## config.mk

```make
export PLATFORM = sky130hd
export DESIGN_NAME = fifo_word_packer
export DESIGN_NICKNAME = d
export VERILOG_FILES = /design/src/rtl/fifo_word_packer.sv
export SDC_FILE = /design/constraint.sdc
export NUM_CORES = 1
export LEC_CHECK = 0
export ABC_AREA = 1
export ABC_CLOCK_PERIOD_IN_PS = 2940
export BUFFER_PORTS_ARGS = -buffer_cell sky130_fd_sc_hd__clkbuf_2
export CAP_MARGIN = 5
export CORE_ASPECT_RATIO = 0.6
export CORE_MARGIN = 4
export CORE_UTILIZATION = 30
export DETAILED_ROUTE_END_ITERATION = 6
export SKIP_CTS_REPAIR_TIMING = 1
export SYNTH_ARGS = -nofsm -noshare
export SYNTH_HDL_FRONTEND = slang
export SYNTH_SLANG_ARGS = --single-unit
```

## constraint.sdc

```tcl
create_clock -name clock -period 2.94 [get_ports clock]
set_input_delay 0.147 -clock clock [delete_from_list [all_inputs] [get_ports clock]]
set_output_delay 0.147 -clock clock [all_outputs]
set_load 0.1 [all_outputs]
```

## src/rtl/fifo_word_packer.sv

```systemverilog
// Pops bytes from an 8-bit FIFO and packs BYTES_PER_WORD of them, little-endian, into masked words.
// Define PACKER_TIMEOUT_EN to auto-flush a partial word after TIMEOUT_CYCLES idle cycles.
module fifo_word_packer #(
   parameter int unsigned BYTES_PER_WORD = 4,
   parameter int unsigned TIMEOUT_CYCLES = 16
) (
   input  logic                        clock,
   input  logic                        reset,
   input  logic [7:0]                  fifo_data_out,
   input  logic                        fifo_empty,
   output logic                        fifo_rn,
   input  logic                        flush,
   output logic [8*BYTES_PER_WORD-1:0] out_data,
   output logic [BYTES_PER_WORD-1:0]   out_mask,
   output logic                        out_valid,
   input  logic                        out_ready,
   output logic                        busy
);

   localparam int unsigned CW = $clog2(BYTES_PER_WORD + 1);
   localparam int unsigned DW = 8 * BYTES_PER_WORD;
   localparam logic [CW-1:0] FullCnt = CW'(BYTES_PER_WORD);
   localparam logic [CW-1:0] OneCnt  = CW'(1);

   if (BYTES_PER_WORD < 2 || BYTES_PER_WORD > 8) begin : gen_bad_width
      $error("fifo_word_packer: BYTES_PER_WORD must be 2..8");
   end
   if (TIMEOUT_CYCLES < 1 || TIMEOUT_CYCLES > 255) begin : gen_bad_timeout
      $error("fifo_word_packer: TIMEOUT_CYCLES must be 1..255");
   end

   logic [CW-1:0] issued_q, issued_d;
   logic [CW-1:0] cap_q, cap_d;
   logic          rd_pending_q;
   logic          flush_pending_q, flush_pending_d;
   logic [DW-1:0] asm_q, asm_d;
   logic [DW-1:0] out_data_q, out_data_d;
   logic [BYTES_PER_WORD-1:0] out_mask_q, out_mask_d;
   logic          out_valid_q, out_valid_d;
   logic          word_done;
   logic          out_free;
   logic          timeout_hit;

   assign fifo_rn = !fifo_empty && (issued_q < FullCnt) && !flush_pending_q && !reset;

`ifdef PACKER_TIMEOUT_EN
   logic [7:0] idle_q, idle_d;

   // Counts only while a partial word sits with nothing in flight and nothing requested.
   always_comb begin
      idle_d      = '0;
      timeout_hit = 1'b0;
      if (cap_q != '0 && !rd_pending_q && !fifo_rn && !flush_pending_q) begin
         if (idle_q == 8'(TIMEOUT_CYCLES - 1)) begin
            timeout_hit = 1'b1;
         end else begin
            idle_d = idle_q + 8'd1;
         end
      end
   end

   always_ff @(posedge clock or posedge reset) begin
      if (reset) begin
         idle_q <= '0;
      end else begin
         idle_q <= idle_d;
      end
   end
`else
   assign timeout_hit = 1'b0;
`endif

   always_comb begin
      issued_d        = issued_q;
      cap_d           = cap_q;
      asm_d           = asm_q;
      flush_pending_d = flush_pending_q;
      out_data_d      = out_data_q;
      out_mask_d      = out_mask_q;
      out_valid_d     = out_valid_q;
      out_free        = !out_valid_q || out_ready;

      if (fifo_rn) begin
         issued_d = issued_q + OneCnt;
      end

      if (rd_pending_q) begin
         for (int unsigned i = 0; i < BYTES_PER_WORD; i++) begin
            if (cap_q == CW'(i)) begin
               asm_d[8*i +: 8] = fifo_data_out;
            end
         end
         cap_d = cap_q + OneCnt;
      end

      // Flush on an empty or already-full word is meaningless and dropped.
      if ((flush || timeout_hit) && issued_q != '0 && issued_q < FullCnt) begin
         flush_pending_d = 1'b1;
      end

      word_done = (cap_d == FullCnt) || (flush_pending_q && !rd_pending_q && cap_q != '0);

      if (out_valid_q && out_ready) begin
         out_valid_d = 1'b0;
      end

      if (word_done && out_free) begin
         out_valid_d = 1'b1;
         out_data_d  = asm_d;
         for (int unsigned i = 0; i < BYTES_PER_WORD; i++) begin
            out_mask_d[i] = (CW'(i) < cap_d);
         end
         // Clearing the assembly register keeps unused lanes of the next word at zero.
         asm_d           = '0;
         cap_d           = '0;
         issued_d        = '0;
         flush_pending_d = 1'b0;
      end
   end

   always_ff @(posedge clock or posedge reset) begin
      if (reset) begin
         issued_q        <= '0;
         cap_q           <= '0;
         rd_pending_q    <= 1'b0;
         flush_pending_q <= 1'b0;
         asm_q           <= '0;
         out_data_q      <= '0;
         out_mask_q      <= '0;
         out_valid_q     <= 1'b0;
      end else begin
         issued_q        <= issued_d;
         cap_q           <= cap_d;
         rd_pending_q    <= fifo_rn;
         flush_pending_q <= flush_pending_d;
         asm_q           <= asm_d;
         out_data_q      <= out_data_d;
         out_mask_q      <= out_mask_d;
         out_valid_q     <= out_valid_d;
      end
   end

   assign out_data  = out_data_q;
   assign out_mask  = out_mask_q;
   assign out_valid = out_valid_q;
   assign busy      = out_valid_q || rd_pending_q || issued_q != '0 || cap_q != '0;

endmodule

```

# Yosys cells after proc, flatten, opt, wreduce, memory -nomap -nowiden
# Index checks and enable logic that the tools add are counted.
# Widths: inputs -> output; s select.
dict set report op_classes {
  add_sub_neg 2
  magnitude_cmp 5
  n_eq_ne 4
  n_mux 14
  n_reduce_logical 25
}
# cell count
set ops {}
lappend ops {{$mux 32} 2}
lappend ops {{$mux 8} 4}
lappend ops {{$mux 3} 4}
lappend ops {{$logic_and 1x1->1} 9}
lappend ops {{$add 3x1->3 const B} 2}
lappend ops {{$eq 3x2->1 const B} 2}
lappend ops {{$lt 1x3->1 const A} 2}
lappend ops {{$lt 2x3->1 const A} 2}
lappend ops {{$reduce_bool 2->1} 3}
lappend ops {{$reduce_bool 3->1} 2}
lappend ops {{$logic_not 1->1} 5}
lappend ops {{$logic_or 1x1->1} 5}
lappend ops {{$mux 1} 4}
lappend ops {{$eq 3x1->1 const B} 1}
lappend ops {{$eq 3x3->1 const B} 1}
lappend ops {{$logic_not 3->1} 1}
lappend ops {{$lt 3x3->1 const B} 1}
dict set report totals {
  reg_bits 77
  out_inout_bits 39
  word_cells 58
}

# Depth between registers and ports, before layout
dict set report depth {
  depth_word 6
  ltp_mapped 12
  mapped_depth_nobuf 10
}

# Worst setup path before layout
# Ideal clock, no wire load.
dict set report synth_timing {
  path_kind {register to output}
  from {reg out_valid_q (netlist: out_valid)}
  to {out busy}
  t_arrival_ns 1.788
  setup_slack_ns 1.005
  path_stages_with_launch 3
  path_buffers 0
  path_cell_list {dfrtp_1 > nor3_1 > nand3_1}
}
dict set report synth_between {
  elab_chain_cells 3
}
# element line_no
set synth_lines {}
lappend synth_lines {{start, declared} 39} ;# logic out_valid_q, out_valid_d;
lappend synth_lines {{start signal, assigned} 139} ;# out_valid_q <= out_valid_d;
lappend synth_lines {{$logic_or 1x1->1 (3 in a row)} 146} ;# assign busy = out_valid_q || rd_pending_q || issued_q != '0 || cap_q != '0;
lappend synth_lines {{end, declared} 17} ;# output logic busy
# Every way passes these cells.

# Worst setup path after layout
dict set report layout_timing {
  from {reg cap_q[0]}
  to {reg asm_q[26]}
}
dict set report layout_between {
  elab_chain_cells 6
  elab_cells_between_ends 11
  cone_classes {add/sub: 1; eq/ne: 2; mux: 4; reduce/logical: 4}
}
# element line_no
set layout_lines {}
lappend layout_lines {{start, declared} 33} ;# logic [CW-1:0] cap_q, cap_d;
lappend layout_lines {{start signal, assigned} 133} ;# cap_q <= cap_d;
lappend layout_lines {{$add 3x1->3} 93} ;# cap_d = cap_q + OneCnt;
lappend layout_lines {{$mux 3} 87} ;# if (rd_pending_q) begin
lappend layout_lines {{$eq 3x3->1} 101} ;# word_done = (cap_d == FullCnt) || (flush_pending_q && !rd_pending_q && cap_q != '0);
lappend layout_lines {{$logic_or 1x1->1} 101}
lappend layout_lines {{$logic_and 1x1->1} 107} ;# if (word_done && out_free) begin
lappend layout_lines {{$mux 32 (*)} 107}
lappend layout_lines {{named net asm_d[26]} 36} ;# logic [DW-1:0] asm_q, asm_d;
lappend layout_lines {{end signal, assigned} 136} ;# asm_q <= asm_d;
lappend layout_lines {{end, declared} 36}
# Mark *: on every way through the listed nets, which the timed path passes. The rest lies on a longest branch.
# A chain may end at the register's enable or synchronous reset.

==> flow_summary.toml <==
[outcome]
status = "finished clean"

[grt]
grt_pass1_vias = 2579
grt_max_degree = 76
antenna_found_initial = 0
grt_use_total_pct = 13.11
grt_pass1_wl_um = 13730
grt-ovfl-total = 0

[routing]
avgRoutedWirePerCell_um = 14.44
num_vias = 2619
wl_met3_um = 574
dr.pass1.iters = 5
viasPerCell = 4.644
drc_errors = 0
met2_length_um = 3392
top_layer_used = "met4"
drtIter0Drc = 198
ant_nets = 0
wirelength_um = 8143
drt-met1-wl_um = 4142

[place]
place.gp.congestion = 0.7906
port_buffers = 51
dp_cells = 547
dpl.hpwl_um = 5519

[floorplan]
initial_core_util_pct = 31.57
dieArea_um2 = 13290
pin_count = 52
die-width_um = 146.2
row_count = 29
coreArea_um2 = 10890
die_h_um = 90.91

[layout]
instances_no_fill = 564
nets = 440
area_growth_pct = 19.37
n_antenna_cell = 0
drive_gt1_share_pct = 19.29

[synth]
async_flop_share_pct = 100.0
synth.net_count = 397
syn_area_per_cell_um2 = 9.117
ys.flop_type = "dfrtp_1"
synth_warnings = 0
synth-seq-cells = 77
yosys-top-cells-count = "nand2_1, dfrtp_1, nand3_1, o21ai_0, a21boi_0"
synth.distinct_cells = 23
synthTopCellsByArea = "dfrtp_1, nand2_1, nand3_1, a21boi_0, o21ai_0"
synth-edff-count = 0
yosysSeqAreaShare_pct = 56.06
synth_top_area_share_pct = 56.06
synth_area_um2 = 3437
yosysTopAreaCell = "dfrtp_1"
yosys.cell_count.top_type = "nand2_1"
synth_cells = 377

[timing]
grt_setup_unrepaired = "no"
period_share_pct = 75.27
max_slew_margin_pct = 49.12
holdWs_ns = 0.09317
tightest_slew_ns = 0.7621
finalSetupViolCount = 0
setup-tns-final_ns = 0
max_freq_mhz = 451.9
timing.final.crit_period_ns = 2.213
hold_viol = 0
slew_viol_final = 0
finClkSkew_ns = 0.007152

[worst_setup_path]
arrival_ns = 2.37
r2r_cells = 9
critPathKind = "register to register"
crit_end = "asm_q[26]"
r2r_start = "cap_q[0]"
cp_cell_sequence = "ha_1 > ha_1 > inv_1 > nand2_1 > nand2_1 > nand3_1 > nand2_2 > buf_4 > a21boi_0"
cp.depth = 9
crit_required_ns = 3.10
critical-path-top-delay-family = "buffers and inverters"
crit_start = "cap_q[0]"
cp_slowest_cell = "buf_4"
cpPeakStageDelay_ns = 0.55
rrSetupSlack_ns = 0.73
r2r_end = "asm_q[26]"
path_max_fanout = 74
worst_setup_path_end_kind = "register"
cp_num_buf_inv = 2
worst_setup_path_start_kind = "register"

[clock_network]
worstSkewPairLatency_ns = 0.34
cts_buffers = 9
cts.sinks = 77
clk_path_buf_depth = 2
cts_max_level = 3
cts_tree = "built"
clk_pin_slew_worst_paths_ns = 0.06
ctsRootBufferMaster = "clkbuf_16"

[worst_hold_path]
hold_class = "input port to register"
holdPathStages = 3
hold_start = "flush"

[job]
cap_violations = 0
## layer usage
layer / up-vias / GRT usage [%]
met3: 5 / 5.316
met5: - / 0
li1: 1315 / -
met2: 61 / 17.97
met1: 1238 / 19.14
met4: 0 / 3.286
## metrics by stage
stage / area [um2] / utilization [%] / worst slack (ns)
finish: 4103 / 37.69 / 0.7271
global route: 4103 / 37.69 / 0.5472
CTS: 4093 / 37.60 / 0.7361
detailed placement: 3766 / 34.60 / 0.7356
global placement: 3766 / 34.60 / 0.8015
floorplan: 3437 / - / 0.8263
## kinds of logic (layout without fill, tap and decap cells)
kind of cell,after synthesis,in the layout,synth area share [%]
adders and majority gates,7,7,2.548
DFF,77,77,56.06
AOI/OAI and AO/OA,73,73,13.03
buffers and inverters,46,94,6.880
xor gates and xnor gates,1,1,0.2549
and+or+nand+nor,173,173,21.22
## how the worst min path moves through the flow
stage                      endpoint  slack (ns)
global placement       rd_pending_q        0.32
global route        flush_pending_q        0.13
detailed placement      issued_q[2]        0.33
floorplan           flush_pending_q        0.33
finish              flush_pending_q        0.09
CTS                     issued_q[2]       -0.03
## final cells by class
cell class	count	area, um2
Multi-Input combinational cell	254	1279
Timing Repair Buffer	57	315.3
Fill cell	1107	6783
Tap cell	139	173.9
Clock inverter	4	70.07
Sequential cell	77	1927
Clock buffer	12	256.5
Inverter	21	81.33
## sequential cells by signal, summed over array words and instances, names as in the netlist
register	cells
asm_q	32
out_data	32
out_mask	4
cap_q	3
issued_q	3
flush_pending_q	1
out_valid	1
rd_pending_q	1
## worst min-delay path: stages
cell and delay (ns):
clkbuf_2 0.07, a21oi_1 0.05, a21oi_1 0.11
## cell usage in the layout, fill, tap and decap left out, types with 2 or more instances in the layout
master	synthesis	routed
a21boi_0	26	26
a21boi_1	7	7
a21oi_1	6	6
buf_4	6	4
bufinv_16	0	2
clkbuf_16	0	9
clkbuf_2	0	51
clkbuf_8	0	2
clkinv_2	0	2
dfrtp_1	77	77
ha_1	7	7
inv_1	19	18
inv_2	1	2
nand2_1	122	120
nand2_2	3	5
nand3_1	40	40
nand3_2	3	3
nor2_1	3	3
o21ai_0	33	33
Power is not shown: default switching activity piles up to over one toggle a cycle in this logic, so the estimate is an artifact.
